==> src/rtl/mc_ctrl_pkg.sv <==
// Shared types and constants for the handshaked multicycle MIPS controller.
package mc_ctrl_pkg;

  typedef enum logic [3:0] {
    S_FETCH   = 4'd0,
    S_DECODE  = 4'd1,
    S_MEMADR  = 4'd2,
    S_MEMRD   = 4'd3,
    S_MEMWB   = 4'd4,
    S_MEMWR   = 4'd5,
    S_RTYPEEX = 4'd6,
    S_RTYPEWB = 4'd7,
    S_BREX    = 4'd8,
    S_ADDIEX  = 4'd9,
    S_ADDIWB  = 4'd10,
    S_JEX     = 4'd11,
    S_TRAP    = 4'd15
  } state_t;

  localparam logic [5:0] LW    = 6'b100011;
  localparam logic [5:0] SW    = 6'b101011;
  localparam logic [5:0] RTYPE = 6'b000000;
  localparam logic [5:0] BEQ   = 6'b000100;
  localparam logic [5:0] BNE   = 6'b000101;
  localparam logic [5:0] ADDI  = 6'b001000;
  localparam logic [5:0] J     = 6'b000010;
  localparam logic [5:0] BLE   = 6'b000111;

  localparam logic [1:0] BR_NONE = 2'b00;
  localparam logic [1:0] BR_BEQ  = 2'b01;
  localparam logic [1:0] BR_BNE  = 2'b10;
  localparam logic [1:0] BR_BLE  = 2'b11;

  localparam logic [1:0] ERR_NONE    = 2'b00;
  localparam logic [1:0] ERR_ILLEGAL = 2'b01;
  localparam logic [1:0] ERR_TIMEOUT = 2'b10;

  localparam logic [1:0] ALUOP_ADD   = 2'b00;
  localparam logic [1:0] ALUOP_SUB   = 2'b01;
  localparam logic [1:0] ALUOP_FUNCT = 2'b10;
  localparam logic [1:0] ALUOP_SLT   = 2'b11;

  typedef struct packed {
    logic       pcwrite;
    logic       memwrite;
    logic       irwrite;
    logic       regwrite;
    logic       alusrca;
    logic       iord;
    logic       memtoreg;
    logic       regdst;
    logic [1:0] alusrcb;
    logic [1:0] pcsrc;
    logic [1:0] aluop;
    logic [1:0] brtype;
  } ctrl_t;

  function automatic logic isMemState(input state_t s);
    return (s == S_FETCH) || (s == S_MEMRD) || (s == S_MEMWR);
  endfunction

endpackage

==> src/rtl/mc_aludec.sv <==
// ALU decoder: maps the controller's aluop and the R-type funct field to an ALU operation.
module mc_aludec
  import mc_ctrl_pkg::*;
(
  input  logic [1:0] aluop_i,
  input  logic [5:0] funct_i,
  output logic [3:0] alucontrol_o
);

  // Unknown funct codes fall back to add rather than trapping.
  always_comb begin
    alucontrol_o = 4'b0010;
    case (aluop_i)
      ALUOP_ADD: alucontrol_o = 4'b0010;
      ALUOP_SUB: alucontrol_o = 4'b0110;
      ALUOP_SLT: alucontrol_o = 4'b0111;
      default: begin
        case (funct_i)
          6'b100000: alucontrol_o = 4'b0010;
          6'b100010: alucontrol_o = 4'b0110;
          6'b100100: alucontrol_o = 4'b0000;
          6'b100101: alucontrol_o = 4'b0001;
          6'b101010: alucontrol_o = 4'b0111;
          6'b101011: alucontrol_o = 4'b1111;
          default:   alucontrol_o = 4'b0010;
        endcase
      end
    endcase
  end

endmodule

==> src/rtl/mc_hs_controller.sv <==
// Multicycle MIPS control FSM with req/ready memory handshake, memory watchdog
// and a sticky trap state for illegal opcodes and memory timeouts.
module mc_hs_controller
  import mc_ctrl_pkg::*;
#(
  parameter bit          EN_BNE      = 1'b1,
  parameter bit          EN_BLE      = 1'b1,
  parameter int unsigned MEM_TIMEOUT = 15,
  parameter int unsigned TO_W        = 4
) (
  input  logic        clk,
  input  logic        reset,
  input  logic [5:0]  op,
  input  logic [5:0]  funct,
  input  logic        zero,
  input  logic        neg,
  input  logic        mem_ready,
  output logic        mem_req,
  output logic        pcen,
  output logic        memwrite,
  output logic        irwrite,
  output logic        regwrite,
  output logic        alusrca,
  output logic        iord,
  output logic        memtoreg,
  output logic        regdst,
  output logic [1:0]  alusrcb,
  output logic [1:0]  pcsrc,
  output logic [3:0]  alucontrol,
  output logic [3:0]  state,
  output logic [17:0] controlword,
  output logic        trap,
  output logic [1:0]  err_code
);

  state_t          state_q, state_d;
  logic [TO_W-1:0] wdog_q, wdog_d;
  logic [1:0]      err_q, err_d;
  ctrl_t           cw;
  logic            waitCycle;
  logic            timeout;
  logic            pcwriteG;

  always_ff @(posedge clk or negedge reset) begin
    if (!reset) begin
      state_q <= S_FETCH;
      wdog_q  <= '0;
      err_q   <= ERR_NONE;
    end else begin
      state_q <= state_d;
      wdog_q  <= wdog_d;
      err_q   <= err_d;
    end
  end

  // The watchdog counts stalled memory cycles; any state change clears it.
  always_comb begin
    state_d   = state_q;
    err_d     = err_q;
    wdog_d    = '0;
    timeout   = 1'b0;
    waitCycle = isMemState(state_q) && !mem_ready;
    if (waitCycle) begin
      wdog_d  = wdog_q + 1'b1;
      timeout = (MEM_TIMEOUT != 0) && (wdog_d == TO_W'(MEM_TIMEOUT));
    end

    case (state_q)
      S_FETCH:   if (mem_ready) state_d = S_DECODE;
      S_DECODE: begin
        case (op)
          LW, SW:  state_d = S_MEMADR;
          RTYPE:   state_d = S_RTYPEEX;
          ADDI:    state_d = S_ADDIEX;
          J:       state_d = S_JEX;
          BEQ:     state_d = S_BREX;
          BNE:     state_d = EN_BNE ? S_BREX : S_TRAP;
          BLE:     state_d = EN_BLE ? S_BREX : S_TRAP;
          default: state_d = S_TRAP;
        endcase
        if (state_d == S_TRAP) err_d = ERR_ILLEGAL;
      end
      S_MEMADR:  state_d = (op == LW) ? S_MEMRD : S_MEMWR;
      S_MEMRD:   if (mem_ready) state_d = S_MEMWB;
      S_MEMWB:   state_d = S_FETCH;
      S_MEMWR:   if (mem_ready) state_d = S_FETCH;
      S_RTYPEEX: state_d = S_RTYPEWB;
      S_RTYPEWB: state_d = S_FETCH;
      S_BREX:    state_d = S_FETCH;
      S_ADDIEX:  state_d = S_ADDIWB;
      S_ADDIWB:  state_d = S_FETCH;
      S_JEX:     state_d = S_FETCH;
      default:   state_d = S_TRAP;
    endcase

    if (timeout) begin
      state_d = S_TRAP;
      err_d   = ERR_TIMEOUT;
      wdog_d  = '0;
    end
  end

  // Ungated control table; TRAP and unused encodings fall through to all-zero.
  always_comb begin
    cw = '0;
    case (state_q)
      S_FETCH: begin
        cw.pcwrite = 1'b1;
        cw.irwrite = 1'b1;
        cw.alusrcb = 2'b01;
      end
      S_DECODE:  cw.alusrcb = 2'b11;
      S_MEMADR: begin
        cw.alusrca = 1'b1;
        cw.alusrcb = 2'b10;
      end
      S_MEMRD:   cw.iord = 1'b1;
      S_MEMWB: begin
        cw.regwrite = 1'b1;
        cw.memtoreg = 1'b1;
      end
      S_MEMWR: begin
        cw.memwrite = 1'b1;
        cw.iord     = 1'b1;
      end
      S_RTYPEEX: begin
        cw.alusrca = 1'b1;
        cw.aluop   = ALUOP_FUNCT;
      end
      S_RTYPEWB: begin
        cw.regdst   = 1'b1;
        cw.regwrite = 1'b1;
      end
      S_BREX: begin
        cw.alusrca = 1'b1;
        cw.aluop   = ALUOP_SUB;
        cw.pcsrc   = 2'b01;
        case (op)
          BEQ:     cw.brtype = BR_BEQ;
          BNE:     cw.brtype = BR_BNE;
          BLE:     cw.brtype = BR_BLE;
          default: cw.brtype = BR_NONE;
        endcase
      end
      S_ADDIEX: begin
        cw.alusrca = 1'b1;
        cw.alusrcb = 2'b10;
      end
      S_ADDIWB:  cw.regwrite = 1'b1;
      S_JEX: begin
        cw.pcwrite = 1'b1;
        cw.pcsrc   = 2'b10;
      end
      default: ;
    endcase
  end

  mc_aludec u_aludec (
    .aluop_i      (cw.aluop),
    .funct_i      (funct),
    .alucontrol_o (alucontrol)
  );

  // Writes tied to a memory transfer only fire on the cycle the memory completes it.
  assign pcwriteG = cw.pcwrite & ((state_q != S_FETCH) | mem_ready);
  assign irwrite  = cw.irwrite & mem_ready;
  assign memwrite = cw.memwrite & mem_ready;

  assign pcen = pcwriteG
              | ((cw.brtype == BR_BEQ) & zero)
              | ((cw.brtype == BR_BNE) & ~zero)
              | ((cw.brtype == BR_BLE) & (zero | neg));

  assign mem_req     = isMemState(state_q);
  assign regwrite    = cw.regwrite;
  assign alusrca     = cw.alusrca;
  assign iord        = cw.iord;
  assign memtoreg    = cw.memtoreg;
  assign regdst      = cw.regdst;
  assign alusrcb     = cw.alusrcb;
  assign pcsrc       = cw.pcsrc;
  assign state       = state_q;
  // The 16-bit table sits in the low bits; the top two bits are reserved zeros.
  assign controlword = {2'b00, cw};
  assign trap        = (state_q == S_TRAP);
  assign err_code    = err_q;

endmodule

==> config.mk <==
export PLATFORM = sky130hd
export DESIGN_NAME = mc_hs_controller
export DESIGN_NICKNAME = d
export VERILOG_FILES = /design/src/rtl/mc_ctrl_pkg.sv /design/src/rtl/mc_aludec.sv /design/src/rtl/mc_hs_controller.sv
export SDC_FILE = /design/constraint.sdc
export NUM_CORES = 1
export LEC_CHECK = 0
export CAP_MARGIN = 25
export CORE_MARGIN = 10
export CORE_UTILIZATION = 44
export CTS_CLUSTER_SIZE = 12
export DETAILED_ROUTE_END_ITERATION = 7
export GPL_TIMING_DRIVEN = 1
export HOLD_SLACK_MARGIN = 0.08
export PLACE_DENSITY = 0.93
export SLEW_MARGIN = 20
export SYNTH_ARGS = -nofsm -noshare
export SYNTH_HDL_FRONTEND = slang
export SYNTH_SLANG_ARGS = --single-unit
==> constraint.sdc <==
create_clock -name clk -period 4.8 [get_ports clk]
set_input_delay 0.96 -clock clk [delete_from_list [all_inputs] [get_ports clk]]
set_output_delay 0.96 -clock clk [all_outputs]
set_load 0.005 [all_outputs]
==> impl_metrics.csv, run 1 <==
group,metric,value,unit
run_status,run_status,"finished clean",
placement,post-place-ws,1.00,ns
setup_path,rrSetupSlack,2.77,ns
floorplanning,io-pin-count,59,
timing,max-slew-margin-rel,52.4,%
setup_path,crit_path_start_kind,"primary input",
setup_path,ff2ff_path_depth,4,
worst_hold_path,hold_path_depth,1,
floorplanning,core_area,2710,um2
floorplanning,rows,19,
timing,final_worst_path_cycle_share,78.8,%
synth,synthFlopType,"sky130_fd_sc_hd__dfrtp_1",
global_route,pin_count_of_the_biggest_net_entering_global_routing,25,
drt,routed_via_density,5.51,
layout,finish.net_count,219,
layout,syn2layout_area_growth,38.8,%
global_route,grt-ovfl-total,0,
setup_path,setup.worst_path.end_class,"output port",
layout,num-fill-cells,268,
synth,synth_async_sr_flop_share,100,%
power,power.density,469,nW/um2
drt,vias,1261,
synth,netlist.top_cell.by_area,"sky130_fd_sc_hd__dfrtp_1",
timing,worst-slew-pin-transition,0.714,ns
synth,post_synth.cell_area_avg,7.58,um2
synth,yosysTopAreaCellShare,20.5,%
timing,grt_setup_unrepaired,"no",
drt,wirelength,3250,um
floorplanning,dieArea,5280,um2
timing,fmaxAchievable,264,MHz
cts,cts_htree_levels,1,
drt,drc,0,
cts,cts_sinks,10,
global_route,grt_pass1_vias,1211,
worst_hold_path,holdCritPathClass,"reg -> reg",
timing,totalNegativeSetupSlack,0,ns
setup_path,critical_path.max_fanout,7,
placement,port_buffers,56,
floorplanning,die_width,72.7,um
placement,placed_area,1670,um2
power,power_report.internal_total,467,uW
timing,finalWorstSetupSlack,1.02,ns
cts,tritoncts.num_buffers,3,
cts,hold_buffers,0,
cts,postCtsSetupBuffers,0,
power,ir_drop,0.412,mV
power,power.leakage,0.000676,uW
power,power.switching,328,uW
timing,timing.final.crit_period,3.78,ns
drt,detail-route-antenna-nets,0,
cts,clk_pin_slew,0.05,ns
synth,synth_cell_types,55,
floorplanning,vertical_die_dimension,72.7,um
run,max_cap_violations,0,
drt,drtIter0Drc,104,
power,pwr-share-seq,27.6,%
timing,max_transition_viols_final,0,
layout,most_frequent_standard_cell_in_the_layout_excluding_fill_and_tap_cells,"sky130_fd_sc_hd__clkdlybuf4s50_1",
synth,synth-edff-count,0,
power,power.clock.fraction,6.8,%
layout,post_route_cells_drive_above_1_share,5.05,%
global_route,grt_first_pass_wirelength,5310,um
power,power.combinational.fraction,65.6,%
cts,largest_buffer_count_on_any_clock_path,2,
global_route,groute.usage.overall,11.9,%
timing,timing.final.setup_violations,0,
setup_path,arrival,2.82,ns
layout,mostFrequentLayoutCells,"56 x sky130_fd_sc_hd__clkdlybuf4s50_1, 14 x sky130_fd_sc_hd__nor3_1, 13 x sky130_fd_sc_hd__nor2_1",
drt,wire_per_inst,14.2,um
placement,globalplace.congestion,0.819,
layout,final_core_utilization,62.6,%
synth,summed_instance_area_of_the_synthesized_netlist,1220,um2
timing,timing.final.hold_violations,0,
floorplanning,start_util,45.1,%
timing,clock-skew-final,0.00265,ns
layout,post-route-cell-area,1700,um2
synth,flip_flop_and_latch_count_after_synthesis,10,
cts,worstSkewPairLatency,0.26,ns
synth,yosysWarningCount,0,
drt,drt_first_pass_iters,4,
power,total_power,795,uW
cts,ctsRootBufferMaster,"sky130_fd_sc_hd__clkbuf_4",
global_route,number_of_antenna_violations_at_the_first_check_in_global_routing,0,
synth,ys_top_cells_by_area,"sky130_fd_sc_hd__dfrtp_1 20%, sky130_fd_sc_hd__buf_4 8.0%, sky130_fd_sc_hd__nor3_1 5.7%, sky130_fd_sc_hd__nor2b_1 4.1%, sky130_fd_sc_hd__nor2_1 4.0%",
cts,ctsResizeCount,0,
power,swShare,41.3,%
synth,yosysSeqAreaShare,20.5,%
setup_path,critical_path_class,"in -> out",
cts,clock_tree_from_tritoncts,"yes",
synth,gate_count_after_technology_mapping,161,
setup_path,worst_ep_required_time,3.84,ns
layout,antennaDiodeCount,0,
placement,detailed_place_hpwl,2640,um
==> worst max-delay path, cell delays in order <==
cell and delay [ns]:
sky130_fd_sc_hd__clkdlybuf4s50_1 0.56, sky130_fd_sc_hd__nor2b_1 0.29, sky130_fd_sc_hd__nand3_1 0.16, sky130_fd_sc_hd__o32ai_1 0.31, sky130_fd_sc_hd__clkdlybuf4s50_1 0.55
==> final cells by class <==
type	count	area, um2	area share, %
Multi-Input combinational cell	122	797	47.0
Inverter	7	26.3	1.55
Clock buffer	3	22.5	1.33
Sequential cell	10	250	14.8
Tap cell	31	38.8	2.29
Timing Repair Buffer	56	561	33.1
==> logic make-up (layout without fill, tap and decap cells) <==
| logic type | Yosys count | after routing | share of synthesized area (%) |
|---|---|---|---|
| buf+inv | 30 | 66 | 14.5 |
| other cells | 1 | 2 | 0.307 |
| simple gates | 82 | 82 | 40.5 |
| compound gates | 31 | 31 | 18.5 |
| fa+ha+maj | 2 | 2 | 2.05 |
| flops | 10 | 10 | 20.5 |
| xor+xnor | 5 | 5 | 3.59 |
==> metrics by stage <==
step,hold slack (ns),instances
after floorplan,0.474,162
after global placement,0.472,226
after detailed placement,0.501,226
after CTS,0.518,229
after global routing,0.545,229
final,0.505,229
==> synth_stat cells (all sizes together), types with 3 or more instances <==
cell and number:
buf 22, nor2 14, nor3 14, dfrtp 10, a21oi 8, nor2b 8
inv 7, nand2b 7, nand2 5, nand3 4, nand3b 4, xor2 4
and2 3, nor4 3, o21ai 3, o21bai 3
==> worst paths after layout <==
check                       startpoint          end
setup reg to reg              state[2]     state[2]
hold reg to reg            err_code[1]  err_code[1]
max in group asynchronous        reset  err_code[1]
hold / removal             err_code[1]  err_code[1]
setup / recovery                 op[2]         pcen
min in group asynchronous        reset    wdog_q[3]
==> layer usage <==
metal  track usage, %  vias to the layer above  wire length [um]
met5                0                        -                 0
met4             6.75                        0                73
met3             3.67                        7               279
met2             19.6                       37              1550
met1             13.3                      572              1340
li1                 -                      645                 -
==> sequential cells by signal, summed over array words and instances (netlist names) <==
register,cells
err_code,2
state,4
wdog_q,4
==> power by group through the flow <==
stage	clock network, uW	logic (uW)	registers [uW]
after floorplan	0	382	138
after global placement	0	521	218
after detailed placement	0	528	221
after CTS	56.0	530	220
after global routing	59.5	578	234
final	54.2	521	220
No activity file was read; power rests on OpenSTA's default activity.
==> inputs of run 2 (changes only) <==
Settings changed: CORE_UTILIZATION 44 to 37, PLACE_DENSITY 0.93 to 0.84.
Clock period 4.8 ns to 3.4 ns, I/O delays scaled along.
==> impl_metrics.csv, run 2 (synthesis results as in run 1) <==
group,metric,value,unit
drt,wire_per_inst,14.4,um
cts,tritoncts.num_buffers,3,
floorplanning,io-pin-count,59,
power,power.leakage,0.000700,uW
layout,post_route_cells_drive_above_1_share,7.39,%
global_route,grt_util_met1,11.8,%
setup_path,critical_path_class,"in -> out",
timing,timing.final.hold_violations,0,
setup_path,arrival,2.46,ns
timing,clock-skew-final,0.00480,ns
timing,max_transition_viols_final,0,
global_route,number_of_antenna_violations_at_the_first_check_in_global_routing,0,
global_route,grt-ovfl-total,0,
power,ir_drop,0.251,mV
worst_hold_path,holdCritPathClass,"reg -> reg",
layout,finish.net_count,224,
timing,worst-slew-pin-transition,0.664,ns
timing,timing.final.crit_period,3.14,ns
timing,timing.final.setup_violations,0,
drt,vias,1287,
cts,worstSkewPairLatency,0.25,ns
drt,detail-route-antenna-nets,0,
cts,cts_htree_levels,1,
floorplanning,start_util,39.4,%
drt,wirelength,3550,um
timing,finalWorstSetupSlack,0.257,ns
cts,postCtsSetupBuffers,0,
layout,final_core_utilization,56.4,%
global_route,grt_pass1_vias,1178,
drt,routed_via_density,5.21,
cts,ctsResizeCount,0,
timing,final_worst_path_cycle_share,92.4,%
placement,post-place-ws,0.219,ns
run,max_cap_violations,0,
timing,totalNegativeSetupSlack,0,ns
cts,ctsRootBufferMaster,"sky130_fd_sc_hd__clkbuf_4",
cts,hold_buffers,0,
floorplanning,die_width,77.5,um
timing,fmaxAchievable,318,MHz
global_route,use_met3,2.88,%
global_route,groute.usage.overall,10.8,%
setup_path,setup.worst_path.end_class,"output port",
cts,largest_buffer_count_on_any_clock_path,2,
global_route,pin_count_of_the_biggest_net_entering_global_routing,24,
drt,drc,0,
layout,syn2layout_area_growth,43.2,%
cts,cts_sinks,10,
floorplanning,dieArea,6000,um2
floorplanning,core_area,3100,um2
timing,max-slew-margin-rel,55.6,%
setup_path,worst_ep_required_time,2.72,ns
global_route,met2_usage,19.6,%
global_route,globalRoute.busiestLayer,"met2",
cts,clk_pin_slew,0.06,ns
drt,drt_first_pass_iters,4,
setup_path,crit_path_start_kind,"primary input",
drt,drtIter0Drc,67,
placement,globalplace.congestion,0.791,
floorplanning,vertical_die_dimension,77.5,um
setup_path,critical_path.max_fanout,6,
floorplanning,rows,20,
run_status,run_status,"finished clean",
power,power.density,664,nW/um2
layout,most_frequent_standard_cell_in_the_layout_excluding_fill_and_tap_cells,"sky130_fd_sc_hd__clkdlybuf4s50_1",
timing,grt_setup_unrepaired,"no",
layout,mostFrequentLayoutCells,"56 x sky130_fd_sc_hd__clkdlybuf4s50_1, 14 x sky130_fd_sc_hd__nor3_1, 13 x sky130_fd_sc_hd__nor2_1",
placement,detailed_place_hpwl,2980,um
placement,placed_area,1730,um2
global_route,grt_first_pass_wirelength,5620,um
layout,antennaDiodeCount,0,
cts,clock_tree_from_tritoncts,"yes",
layout,post-route-cell-area,1750,um2
placement,port_buffers,56,
## run 2: cell count changes in the layout (fill, tap and decap cells not counted), sizes merged
cell  delta
buf      +5
## run 2: area by class of cell
type / instances / area, um2
inverter: 7 / 26.3
timing repair buffer: 61 / 598
fill: 297 / 1350
sequential: 10 / 250
clock buffer: 3 / 22.5
tap: 44 / 55.1
multi-input combinational: 122 / 797
## run 2: power breakdown
part | internal [uW] | switching (uW)
sequential | 157 | 72.4
combinational | 488 | 369
clock | 40.6 | 34.5
## run 2: final timing paths
kind | startpoint | end | depth (start not counted) | slack [ns]
setup / recovery | op[3] | pcen | 5 | 0.26
hold / removal | err_code[1] | err_code[1] | 1 | 0.49
setup reg to reg | state[1] | state[2] | 5 | 1.43
hold reg to reg | err_code[1] | err_code[1] | 1 | 0.49
max in group asynchronous | reset | wdog_q[1] | 1 | 2.34
min in group asynchronous | reset | wdog_q[3] | 1 | 0.74
## run 2: per-stage QoR
step / hold WS (ns) / std cells / total power (uW)
after floorplan: 0.384 / 162 / 735
after detailed placement: 0.481 / 244 / 1100
after CTS: 0.494 / 247 / 1180
final: 0.491 / 247 / 1160
after global routing: 0.509 / 247 / 1260
after global placement: 0.465 / 244 / 1090
## run 2: metal layers
| metal | up-vias | share of wire [%] |
|---|---|---|
| li1 | 654 | - |
| met1 | 595 | 42 |
| met2 | 34 | 51 |
| met3 | 4 | 6.1 |
| met4 | 0 | 1.4 |
| met5 | - | 0 |
## run 2: critical path, stage by stage
cell,delay (ns)
sky130_fd_sc_hd__clkdlybuf4s50_1,0.49
sky130_fd_sc_hd__nor2b_1,0.26
sky130_fd_sc_hd__nand3_1,0.16
sky130_fd_sc_hd__o32ai_1,0.31
sky130_fd_sc_hd__clkdlybuf4s50_1,0.56
==> inputs of run 3 (changes only) <==
Settings changed: ABC_AREA from default to 1, CORE_MARGIN 10 to default, CORE_UTILIZATION 37 to 35, PLACE_DENSITY 0.84 to default, PLACE_DENSITY_LB_ADDON from default to 0.12.
==> impl_metrics.csv, run 3 <==
group,metric,value,unit
synth,synth_most_common_cell,"sky130_fd_sc_hd__nor2_1",
drt,wire_per_inst,11.0,um
drt,drt_first_pass_iters,6,
cts,postCtsSetupBuffers,0,
cts,ctsRootBufferMaster,"sky130_fd_sc_hd__clkbuf_4",
global_route,grt_first_pass_wirelength,4630,um
setup_path,worst_ep_required_time,2.72,ns
timing,final_worst_path_cycle_share,94.5,%
floorplanning,start_util,38.0,%
layout,most_frequent_standard_cell_in_the_layout_excluding_fill_and_tap_cells,"sky130_fd_sc_hd__clkdlybuf4s50_1",
setup_path,crit_path_start_kind,"primary input",
layout,syn2layout_area_growth,51.1,%
cts,cts_sinks,10,
global_route,groute.usage.overall,17.8,%
cts,hold_buffers,0,
layout,finish.net_count,246,
drt,wirelength,2840,um
synth,post_synth.cell_area_avg,6.07,um2
power,ir_drop,0.215,mV
cts,largest_buffer_count_on_any_clock_path,2,
synth,synthFlopType,"sky130_fd_sc_hd__dfrtp_1",
cts,tritoncts.num_buffers,3,
setup_path,r2r_end,"state[2]",
timing,hold_slack,0.507,ns
layout,post-route-cell-area,1620,um2
setup_path,crit_top_cell,"sky130_fd_sc_hd__clkdlybuf4s50_1",
setup_path,critical-path-max-stage-delay,0.55,ns
drt,routed_via_density,4.68,
global_route,grt_util_met1,23.2,%
cts,cts_htree_levels,1,
drt,drc,6,
synth,flip_flop_and_latch_count_after_synthesis,10,
worst_hold_path,hold_path_depth,1,
cts,clock_tree_from_tritoncts,"yes",
floorplanning,vertical_die_dimension,57.4,um
setup_path,cell_with_the_biggest_individual_delay_on_the_critical_path,"sky130_fd_sc_hd__clkdlybuf4s50_1",
timing,max_transition_viols_final,0,
worst_hold_path,holdCritPathClass,"reg -> reg",
timing,clock-skew-final,0.00353,ns
placement,placed_area,1590,um2
layout,num-fill-cells,291,
synth,yosysWarningCount,0,
synth,gate_count_after_technology_mapping,177,
layout,post_route_cells_drive_above_1_share,8.85,%
floorplanning,io-pin-count,59,
global_route,grt-ovfl-total,0,
timing,timing.final.crit_period,3.21,ns
setup_path,critical_path_class,"in -> out",
timing,totalNegativeSetupSlack,0,ns
global_route,globalRoute.busiestLayer,"met2",
power,power.density,163,nW/um2
setup_path,critical_path.max_fanout,6,
global_route,number_of_antenna_violations_at_the_first_check_in_global_routing,0,
floorplanning,die_width,57.4,um
power,power.leakage,0.000778,uW
placement,globalplace.congestion,0.852,
synth,yosysTopAreaCellShare,23.3,%
drt,detail-route-antenna-nets,0,
cts,ctsResizeCount,0,
synth,summed_instance_area_of_the_synthesized_netlist,1070,um2
synth,synth-edff-count,0,
global_route,use_met3,4.54,%
cts,clk_pin_slew,0.06,ns
drt,vias,1202,
timing,timing.final.hold_violations,0,
run,max_cap_violations,0,
synth,yosysSeqAreaShare,23.3,%
placement,port_buffers,56,
global_route,grt_pass1_vias,1090,
setup_path,cpLargestDelayFamily,"buffers and inverters",
timing,fmaxAchievable,311,MHz
placement,detailed_place_hpwl,2420,um
layout,antennaDiodeCount,0,
run_status,failed_checks,"DRC",
synth,synth_async_sr_flop_share,100,%
setup_path,arrival,2.53,ns
cts,worstSkewPairLatency,0.27,ns
run_status,run_status,"finished with violations",
timing,grt_setup_unrepaired,"no",
floorplanning,core_area,2830,um2
synth,netlist.top_cell.by_area,"sky130_fd_sc_hd__dfrtp_1",
layout,mostFrequentLayoutCells,"56 x sky130_fd_sc_hd__clkdlybuf4s50_1, 36 x sky130_fd_sc_hd__nor2_1, 34 x sky130_fd_sc_hd__nand2_1",
setup_path,cp_cell_sequence,"clkdlybuf4s50_1 > nor2_1 > nand3_1 > nor3_1 > o21ai_0 > o2111ai_1 > clkdlybuf4s50_1",
worst_hold_path,hold-path-endpoint,"err_code[0]",
synth,synth.cells.most_frequent,"36 x sky130_fd_sc_hd__nor2_1, 34 x sky130_fd_sc_hd__nand2_1, 33 x sky130_fd_sc_hd__inv_1",
setup_path,regToRegStartpoint,"wdog_q[0]",
synth,ys_top_cells_by_area,"sky130_fd_sc_hd__dfrtp_1 23%, sky130_fd_sc_hd__nor2_1 13%, sky130_fd_sc_hd__nand2_1 12%, sky130_fd_sc_hd__inv_1 12%, sky130_fd_sc_hd__buf_4 8.4%",
drt,drtIter0Drc,30,
floorplanning,dieArea,3300,um2
floorplanning,rows,19,
setup_path,setup.worst_path.end_class,"output port",
synth,synth_cell_types,23,
setup_path,rrSetupSlack,1.87,ns
setup_path,number_of_buffer_and_inverter_instances_along_the_worst_setup_path,2,
global_route,met2_usage,29.1,%
worst_hold_path,worst_hold_startpoint,"err_code[0]",
global_route,pin_count_of_the_biggest_net_entering_global_routing,11,
timing,timing.final.setup_violations,0,
setup_path,ff2ff_path_depth,6,
## run 3: logic make-up (layout without fill, tap and decap cells)
| group | count (synthesis) | in the layout | share of synthesized area [%] |
|---|---|---|---|
| and+or+nand+nor | 103 | 103 | 43.7 |
| buffers and inverters | 46 | 94 | 20.5 |
| AOI/OAI and AO/OA | 14 | 14 | 8.38 |
| DFF | 10 | 10 | 23.3 |
| adders and majority gates | 2 | 2 | 2.33 |
| other | 1 | 2 | 0.349 |
| xor gates and xnor gates | 1 | 1 | 1.51 |
## run 3: layer usage
layer	wire [um]	vias to the layer above	share of wire (%)
li1	-	628	-
met1	1290	536	46
met2	1370	38	48
met3	175	0	6.2
met4	0	0	0
met5	0	-	0
## run 3: layout make-up
cell class                      instances  area, um2  area share, %
Sequential cell                        10        250           15.4
Multi-Input combinational cell        122        608           37.4
Clock buffer                            4       36.3           2.23
Tap cell                               31       38.8           2.39
Timing Repair Buffer                   56        561           34.5
Inverter                               34        130           8.01
## run 3: worst max-delay path by stage
stage,start,end,cells after the start
after floorplan,op[5],pcen,6
after CTS,op[5],pcen,7
after global routing,funct[5],alucontrol[0],10
after global placement,op[5],pcen,7
after detailed placement,op[5],pcen,7
final,op[5],pcen,7
## run 3: worst reg2reg max path, stage by stage (launching register included)
cell	delay [ns]
sky130_fd_sc_hd__dfrtp_1	0.42
sky130_fd_sc_hd__ha_1	0.25
sky130_fd_sc_hd__xor2_2	0.26
sky130_fd_sc_hd__nand3_1	0.16
sky130_fd_sc_hd__o21ai_4	0.20
sky130_fd_sc_hd__nor2_1	0.06
sky130_fd_sc_hd__a21oi_1	0.11
## run 3: power by group
group	total, uW	switching (uW)	internal (uW)
combinational	38.3	17.9	20.4
clock	108	43.1	65.1
sequential	119	0	119
total	265	61.0	204
## run 3: metrics by stage
| stage | total power, uW | cells | setup slack (ns) | utilization, % |
|---|---|---|---|---|
| finish | 265 | 257 | 0.188 | 57.4 |
| global route | 277 | 257 | 0.0230 | 57.4 |
| CTS | 268 | 257 | 0.209 | 57.4 |
| detailed placement | 159 | 253 | 0.223 | 56.1 |
| global placement | 158 | 253 | 0.293 | 56.1 |
| floorplan | 136 | 178 | 1.29 | - |
